$ cat src/rtl/port_wr_sram_matcher_if.sv
// Match handshake between a write-port frontend and its SRAM matcher.
//   master : frontend side, drives the request and the end-of-packet release
//   slave  : matcher side, returns match_suc / matched_* / sweep_fail
interface port_wr_sram_matcher_if #(
  parameter int unsigned SRAM_IDX_W = 5
);
  logic                  match_enable;
  logic [3:0]            new_dest_port;
  logic [8:0]            new_length;
  logic                  end_of_packet;
  logic                  match_suc;
  logic [SRAM_IDX_W-1:0] matched_sram;
  logic [3:0]            matched_dest;
  logic                  matched_vld;
  logic                  sweep_fail;

  modport master (
    output match_enable, new_dest_port, new_length, end_of_packet,
    input  match_suc, matched_sram, matched_dest, matched_vld, sweep_fail
  );

  modport slave (
    input  match_enable, new_dest_port, new_length, end_of_packet,
    output match_suc, matched_sram, matched_dest, matched_vld, sweep_fail
  );
endinterface

$ cat src/rtl/port_wr_sram_matcher.sv
// Per-write-port SRAM bank matcher. Takes a match request from the frontend,
// scans the shared banks round-robin (one candidate per clock) for a bank that
// is accessible and has enough free pages, pulses match_suc, and holds the bank
// locked until end_of_packet.
// Ports:
//   clk, rst_n  : clock, asynchronous active-low reset
//   mif         : slave side of the frontend match handshake
//   free_space  : flattened per-bank free-page counts, bank i at [i*FREE_W +: FREE_W]
//   accessible  : per-bank claim permission for this port, sampled live
module port_wr_sram_matcher #(
  parameter int unsigned SRAM_CNT        = 32,
  parameter int unsigned SRAM_IDX_W      = 5,
  parameter int unsigned FREE_W          = 11,
  parameter int unsigned PAGE_WORDS_LOG2 = 3
) (
  input  logic                       clk,
  input  logic                       rst_n,
  port_wr_sram_matcher_if.slave      mif,
  input  logic [SRAM_CNT*FREE_W-1:0] free_space,
  input  logic [SRAM_CNT-1:0]        accessible
);

  localparam int unsigned NeedW     = 10;
  localparam int unsigned CmpW      = (FREE_W > NeedW) ? FREE_W : NeedW;
  localparam logic [NeedW-1:0] PageRound = NeedW'((1 << PAGE_WORDS_LOG2) - 1);
  localparam logic [SRAM_IDX_W-1:0] LastIdx = SRAM_IDX_W'(SRAM_CNT - 1);

  typedef enum logic [1:0] {StIdle, StScan, StLocked} state_e;

  state_e                state_q, state_d;
  logic [SRAM_IDX_W-1:0] rr_ptr_q, rr_ptr_d;
  logic [SRAM_IDX_W-1:0] cursor_q, cursor_d;
  logic [SRAM_IDX_W-1:0] sweep_cnt_q, sweep_cnt_d;
  logic [NeedW-1:0]      need_q, need_d;
  logic [3:0]            dest_q, dest_d;
  logic [SRAM_IDX_W-1:0] sram_q, sram_d;
  logic                  vld_q, vld_d;
  logic                  suc_q, suc_d;
  logic                  fail_q, fail_d;
  // Registered compare stage: keeps the wide bank mux and compare off the FSM path.
  logic                  cmp_vld_q, cmp_vld_d;
  logic                  cmp_hit_q, cmp_hit_d;
  logic [SRAM_IDX_W-1:0] cmp_idx_q, cmp_idx_d;

  logic [FREE_W-1:0] free_arr [SRAM_CNT];
  logic [NeedW-1:0]  need_sum, need_calc;
  logic [CmpW-1:0]   free_ext, need_ext;
  logic              cand_hit;

  function automatic logic [SRAM_IDX_W-1:0] next_idx(input logic [SRAM_IDX_W-1:0] idx);
    if (idx == LastIdx) return '0;
    return idx + 1'b1;
  endfunction

  always_comb begin
    for (int i = 0; i < SRAM_CNT; i++) begin
      free_arr[i] = free_space[i*FREE_W +: FREE_W];
    end
  end

  // Page count rounded up; 9-bit length plus rounding fits in 10 bits.
  assign need_sum  = {1'b0, mif.new_length} + PageRound;
  assign need_calc = need_sum >> PAGE_WORDS_LOG2;

  assign free_ext = CmpW'(free_arr[cursor_q]);
  assign need_ext = CmpW'(need_q);
  assign cand_hit = accessible[cursor_q] && (free_ext >= need_ext);

  always_comb begin
    state_d     = state_q;
    rr_ptr_d    = rr_ptr_q;
    cursor_d    = cursor_q;
    sweep_cnt_d = sweep_cnt_q;
    need_d      = need_q;
    dest_d      = dest_q;
    sram_d      = sram_q;
    vld_d       = vld_q;
    suc_d       = 1'b0;
    fail_d      = 1'b0;
    cmp_vld_d   = 1'b0;
    cmp_hit_d   = 1'b0;
    cmp_idx_d   = cmp_idx_q;

    unique case (state_q)
      StIdle: begin
        if (mif.match_enable) begin
          need_d      = need_calc;
          dest_d      = mif.new_dest_port;
          cursor_d    = rr_ptr_q;
          sweep_cnt_d = '0;
          state_d     = StScan;
        end
      end
      StScan: begin
        if (!mif.match_enable) begin
          state_d = StIdle;
        end else if (cmp_vld_q && cmp_hit_q) begin
          suc_d   = 1'b1;
          sram_d  = cmp_idx_q;
          vld_d   = 1'b1;
          state_d = StLocked;
        end else begin
          if (cmp_vld_q) begin
            // Registered miss: count it toward the current sweep.
            if (sweep_cnt_q == LastIdx) begin
              fail_d      = 1'b1;
              sweep_cnt_d = '0;
            end else begin
              sweep_cnt_d = sweep_cnt_q + 1'b1;
            end
          end
          cmp_vld_d = 1'b1;
          cmp_hit_d = cand_hit;
          cmp_idx_d = cursor_q;
          cursor_d  = next_idx(cursor_q);
        end
      end
      StLocked: begin
        if (mif.end_of_packet) begin
          vld_d    = 1'b0;
          rr_ptr_d = next_idx(sram_q);
          state_d  = StIdle;
        end
      end
      default: state_d = StIdle;
    endcase
  end

  always_ff @(posedge clk or negedge rst_n) begin
    if (!rst_n) begin
      state_q     <= StIdle;
      rr_ptr_q    <= '0;
      cursor_q    <= '0;
      sweep_cnt_q <= '0;
      need_q      <= '0;
      dest_q      <= '0;
      sram_q      <= '0;
      vld_q       <= 1'b0;
      suc_q       <= 1'b0;
      fail_q      <= 1'b0;
      cmp_vld_q   <= 1'b0;
      cmp_hit_q   <= 1'b0;
      cmp_idx_q   <= '0;
    end else begin
      state_q     <= state_d;
      rr_ptr_q    <= rr_ptr_d;
      cursor_q    <= cursor_d;
      sweep_cnt_q <= sweep_cnt_d;
      need_q      <= need_d;
      dest_q      <= dest_d;
      sram_q      <= sram_d;
      vld_q       <= vld_d;
      suc_q       <= suc_d;
      fail_q      <= fail_d;
      cmp_vld_q   <= cmp_vld_d;
      cmp_hit_q   <= cmp_hit_d;
      cmp_idx_q   <= cmp_idx_d;
    end
  end

  assign mif.match_suc    = suc_q;
  assign mif.matched_sram = sram_q;
  assign mif.matched_dest = dest_q;
  assign mif.matched_vld  = vld_q;
  assign mif.sweep_fail   = fail_q;

endmodule

$ cat src/flat_wrapper.sv
// flat-port wrapper written by rule: the top's interface ports become plain ports
module port_wr_sram_matcher_flat 
#(
  parameter int unsigned SRAM_CNT        = 32,
  parameter int unsigned SRAM_IDX_W      = 5,
  parameter int unsigned FREE_W          = 11,
  parameter int unsigned PAGE_WORDS_LOG2 = 3
)
  (clk, rst_n, free_space, accessible, mif_match_enable, mif_new_dest_port, mif_new_length, mif_end_of_packet, mif_match_suc, mif_matched_sram, mif_matched_dest, mif_matched_vld, mif_sweep_fail);
  port_wr_sram_matcher_if #(.SRAM_IDX_W(SRAM_IDX_W)) mif_i ();
  input  logic clk;
  input  logic rst_n;
  input  logic [SRAM_CNT*FREE_W-1:0] free_space;
  input  logic [SRAM_CNT-1:0] accessible;
  input wire logic [$bits(mif_i.match_enable)-1:0] mif_match_enable;
  input wire logic [$bits(mif_i.new_dest_port)-1:0] mif_new_dest_port;
  input wire logic [$bits(mif_i.new_length)-1:0] mif_new_length;
  input wire logic [$bits(mif_i.end_of_packet)-1:0] mif_end_of_packet;
  output wire logic [$bits(mif_i.match_suc)-1:0] mif_match_suc;
  output wire logic [$bits(mif_i.matched_sram)-1:0] mif_matched_sram;
  output wire logic [$bits(mif_i.matched_dest)-1:0] mif_matched_dest;
  output wire logic [$bits(mif_i.matched_vld)-1:0] mif_matched_vld;
  output wire logic [$bits(mif_i.sweep_fail)-1:0] mif_sweep_fail;
  assign mif_i.match_enable = mif_match_enable;
  assign mif_i.new_dest_port = mif_new_dest_port;
  assign mif_i.new_length = mif_new_length;
  assign mif_i.end_of_packet = mif_end_of_packet;
  assign mif_match_suc = mif_i.match_suc;
  assign mif_matched_sram = mif_i.matched_sram;
  assign mif_matched_dest = mif_i.matched_dest;
  assign mif_matched_vld = mif_i.matched_vld;
  assign mif_sweep_fail = mif_i.sweep_fail;
  port_wr_sram_matcher #(.SRAM_CNT(SRAM_CNT), .SRAM_IDX_W(SRAM_IDX_W), .FREE_W(FREE_W), .PAGE_WORDS_LOG2(PAGE_WORDS_LOG2)) u_core (.clk(clk), .rst_n(rst_n), .mif(mif_i), .free_space(free_space), .accessible(accessible));
endmodule
$ cat config.mk
export PLATFORM = sky130hd
export DESIGN_NAME = port_wr_sram_matcher_flat
export DESIGN_NICKNAME = d
export VERILOG_FILES = /design/src/rtl/port_wr_sram_matcher_if.sv /design/src/rtl/port_wr_sram_matcher.sv /design/src/flat_wrapper.sv
export SDC_FILE = /design/constraint.sdc
export NUM_CORES = 1
export LEC_CHECK = 0
export CAP_MARGIN = 10
export CORE_AREA = 10 10 152 154
export DETAILED_ROUTE_END_ITERATION = 10
export DIE_AREA = 0 0 162 164
export SYNTH_ARGS = -nofsm -noshare
export SYNTH_HDL_FRONTEND = slang
export SYNTH_SLANG_ARGS = --single-unit
$ cat constraint.sdc
create_clock -name clk -period 5.7 [get_ports clk]
set_input_delay 0.57 -clock clk [delete_from_list [all_inputs] [get_ports clk]]
set_output_delay 0.57 -clock clk [all_outputs]
set_load 0.02 [all_outputs]
==> impl_metrics.toml <==
[critical_path]
cp-end-kind = "register"
critPathLaunchType = "register"
setup.worst_path.class = "register to register"
cp.required_ns = 5.83
arrival_ns = 4.13
crit_fanout = 50

[synthesis]
avgSynthCellArea_um2 = 11.9
ys_top_cells_by_area = "mux4_2, dfrtp_1, mux2_2"
ys_types = 45
synth_flop_cell = "dfrtp_1"
ys_warn_count = 0
synth_cells = 387
synth.most_common_cell = "mux4_2"
async_reset_ff_frac = 1.00
synth_edf_count = 0
synth_common_cells = "mux4_2, dfrtp_1, nand2_1, o21ai_0, mux2_2"
synthesis.nets = 801
yosysSeqAreaShare = 0.234
synth_seq_cells = 43
synth.top_cell.area_share = 0.392
synth_top_cell_by_area = "mux4_2"
netlist_area_um2 = 4600

[floorplanning]
io_pins = 413
dieHeight_um = 164
die_x_um = 162
dieArea_um2 = 26600
design.core.area_um2 = 20000
start_util = 0.229
fp-row-count = 52

[clocking]
htreeDepth = 2
clock_sinks = 43
cts_tree = "done"
clkTransAtPathRegs_ns = 0.06
cts_setup_buffers = 0
ctsHoldBuffers = 0
root_buffer = "clkbuf_16"
clk_latency_ns = 0.28
cts_resized = 0
cts.path.max_buffers = 2
cts_buffers = 5

[route]
ant_nets = 0
first_pass_iters = 4
vias_per_cell = 4.92
drc_errors = 0
wl_per_cell_um = 25.3
vias = 5194
dr.first_iter.drc_count = 293
wirelength_um = 26700

[place]
dp.final_hpwl_um = 23700
port_buffers = 412
pre_cts_ws_ns = 1.62
gp_congestion = 0.907

[hold_path]
hold_path_class = "input pin to async pin"

[cells_and_area]
nNetsFinal = 1194
drive_gt1_frac = 0.155
nFillCells = 1901
area_delta_synth_final_pct = 97.8

[outcome]
status = "finished clean"

[global_route]
grt_max_degree = 64
track_usage = 0.193
antenna_found_initial = 4
overflow = 0
grt_pass1_wl_um = 38500
grt_pass1_vias = 6018

[timing]
fin_skew_ns = 0.00467
worst_pin_slew_ns = 1.03
fin_ws_ns = 1.70
relSlewSlack = 0.310
timing.fmax_ghz = 0.250
hold_viol = 0
fin_setup_tns_ns = 0
rsz0062_at_grt = "false"
final-setup-viol-count = 0
drv_slew = 0
period_share = 0.701
finalCriticalPeriod_ns = 4.00
fin_hold_ws_ns = 0.444

[flow_run]
cap_viol_max_count = 0

[pwr]
p_leak_nw = 3.28
power_density_nw_per_um2 = 166
peakVddDrop_mv = 0.115
==> worst max-delay path: stages, from the launching register on <==
cell	delay, ns
dfrtp_4	1.02
buf_4	0.45
mux4_2	0.55
mux4_2	0.47
mux2_2	0.28
ha_1	0.31
a21o_1	0.18
a31oi_1	0.13
o21ai_0	0.17
nor4_1	0.19
a211oi_1	0.08
==> layout by cell type (no fill, tap or decap), types with 3 or more instances in the layout <==
cell	count
a211oi_1	3
a21oi_1	14
a22oi_1	5
a32o_1	3
and3_1	6
buf_4	6
clkbuf_16	5
clkdlybuf4s50_1	411
dfrtp_1	40
diode_2	4
ha_1	13
inv_1	8
mux2_2	23
mux2i_1	3
mux4_2	80
nand2_1	26
nand2b_1	3
nand3_1	6
nand3b_1	4
nor2_1	17
nor2b_1	4
nor3_1	6
nor3b_1	3
nor4_1	22
o21ai_0	24
o31ai_1	5
or4_1	8
xor2_1	6
==> state kept, by name, summed over array words and instances (netlist names), 2 cells and up <==
register / flops
u_core.sweep_cnt_q: 5
u_core.cursor_q: 5
u_core.need_q: 7
u_core.rr_ptr_q: 5
u_core.state_q: 2
u_core.cmp_idx_q: 5
u_core.mif.matched_sram: 5
u_core.mif.matched_dest: 4
==> cell families after synthesis <==
family                   share of synthesized area
flip-flops                                   0.234
multiplexers                                 0.455
XOR/XNOR                                    0.0133
AND/OR/NAND/NOR                              0.131
adder cells (fa/ha/maj)                     0.0354
buffers and inverters                       0.0424
AO/OA/AOI/OAI                               0.0893
==> power breakdown <==
group	total [mW]	leakage (nW)	internal (mW)	switching, mW
registers	0.437	0.561	0.338	0.0989
logic	0.805	2.66	0.562	0.243
clock network	0.266	0.0679	0.162	0.104
total	1.51	3.28	1.06	0.447
==> final cells by class <==
type / instances / area [µm²] / share of cell area
inverter: 9 / 33.8 / 0.00371
sequential: 43 / 1080 / 0.119
antenna: 4 / 10.0 / 0.00110
multi-input combinational: 303 / 3330 / 0.366
timing repair buffer: 418 / 4160 / 0.458
tap: 270 / 338 / 0.0371
clock buffer: 7 / 133 / 0.0146
clock inverter: 1 / 5.00 / 0.000550
==> per-layer routing <==
metal / GRT usage / up-vias / wire length, µm
li1: - / 2394 / -
met1: 0.197 / 2480 / 9500
met2: 0.366 / 298 / 14400
met3: 0.0656 / 22 / 2460
met4: 0.0525 / 0 / 401
met5: 0 / - / 0
==> path summary, 6_finish.rpt <==
| check | from | cells after the start | slack (ns) | end |
|---|---|---|---|---|
| setup / recovery | u_core.cursor_q[0] | 10 | 1.70 | u_core.cmp_hit_q |
| hold / removal | rst_n | 1 | 0.44 | u_core.mif.match_suc |
| setup reg to reg | u_core.cursor_q[0] | 10 | 1.70 | u_core.cmp_hit_q |
| hold reg to reg | u_core.rr_ptr_q[3] | 2 | 0.49 | u_core.rr_ptr_q[3] |
| max in group asynchronous | rst_n | 1 | 4.52 | u_core.cursor_q[0] |
| min in group clk | u_core.rr_ptr_q[3] | 2 | 0.49 | u_core.rr_ptr_q[3] |
==> stage by stage <==
step,power (mW),area [µm²],std cells,util
6_report,1.51,9090,1055,0.454
5_1_grt,1.61,9090,1055,0.454
4_1_cts,1.53,9080,1051,0.453
3_5_place_dp,1.26,8950,1043,0.446
3_3_place_gp,1.25,8950,1043,0.446
2_1_floorplan,0.844,4600,387,-
Note: power is estimated with default switching activity, not from simulation.
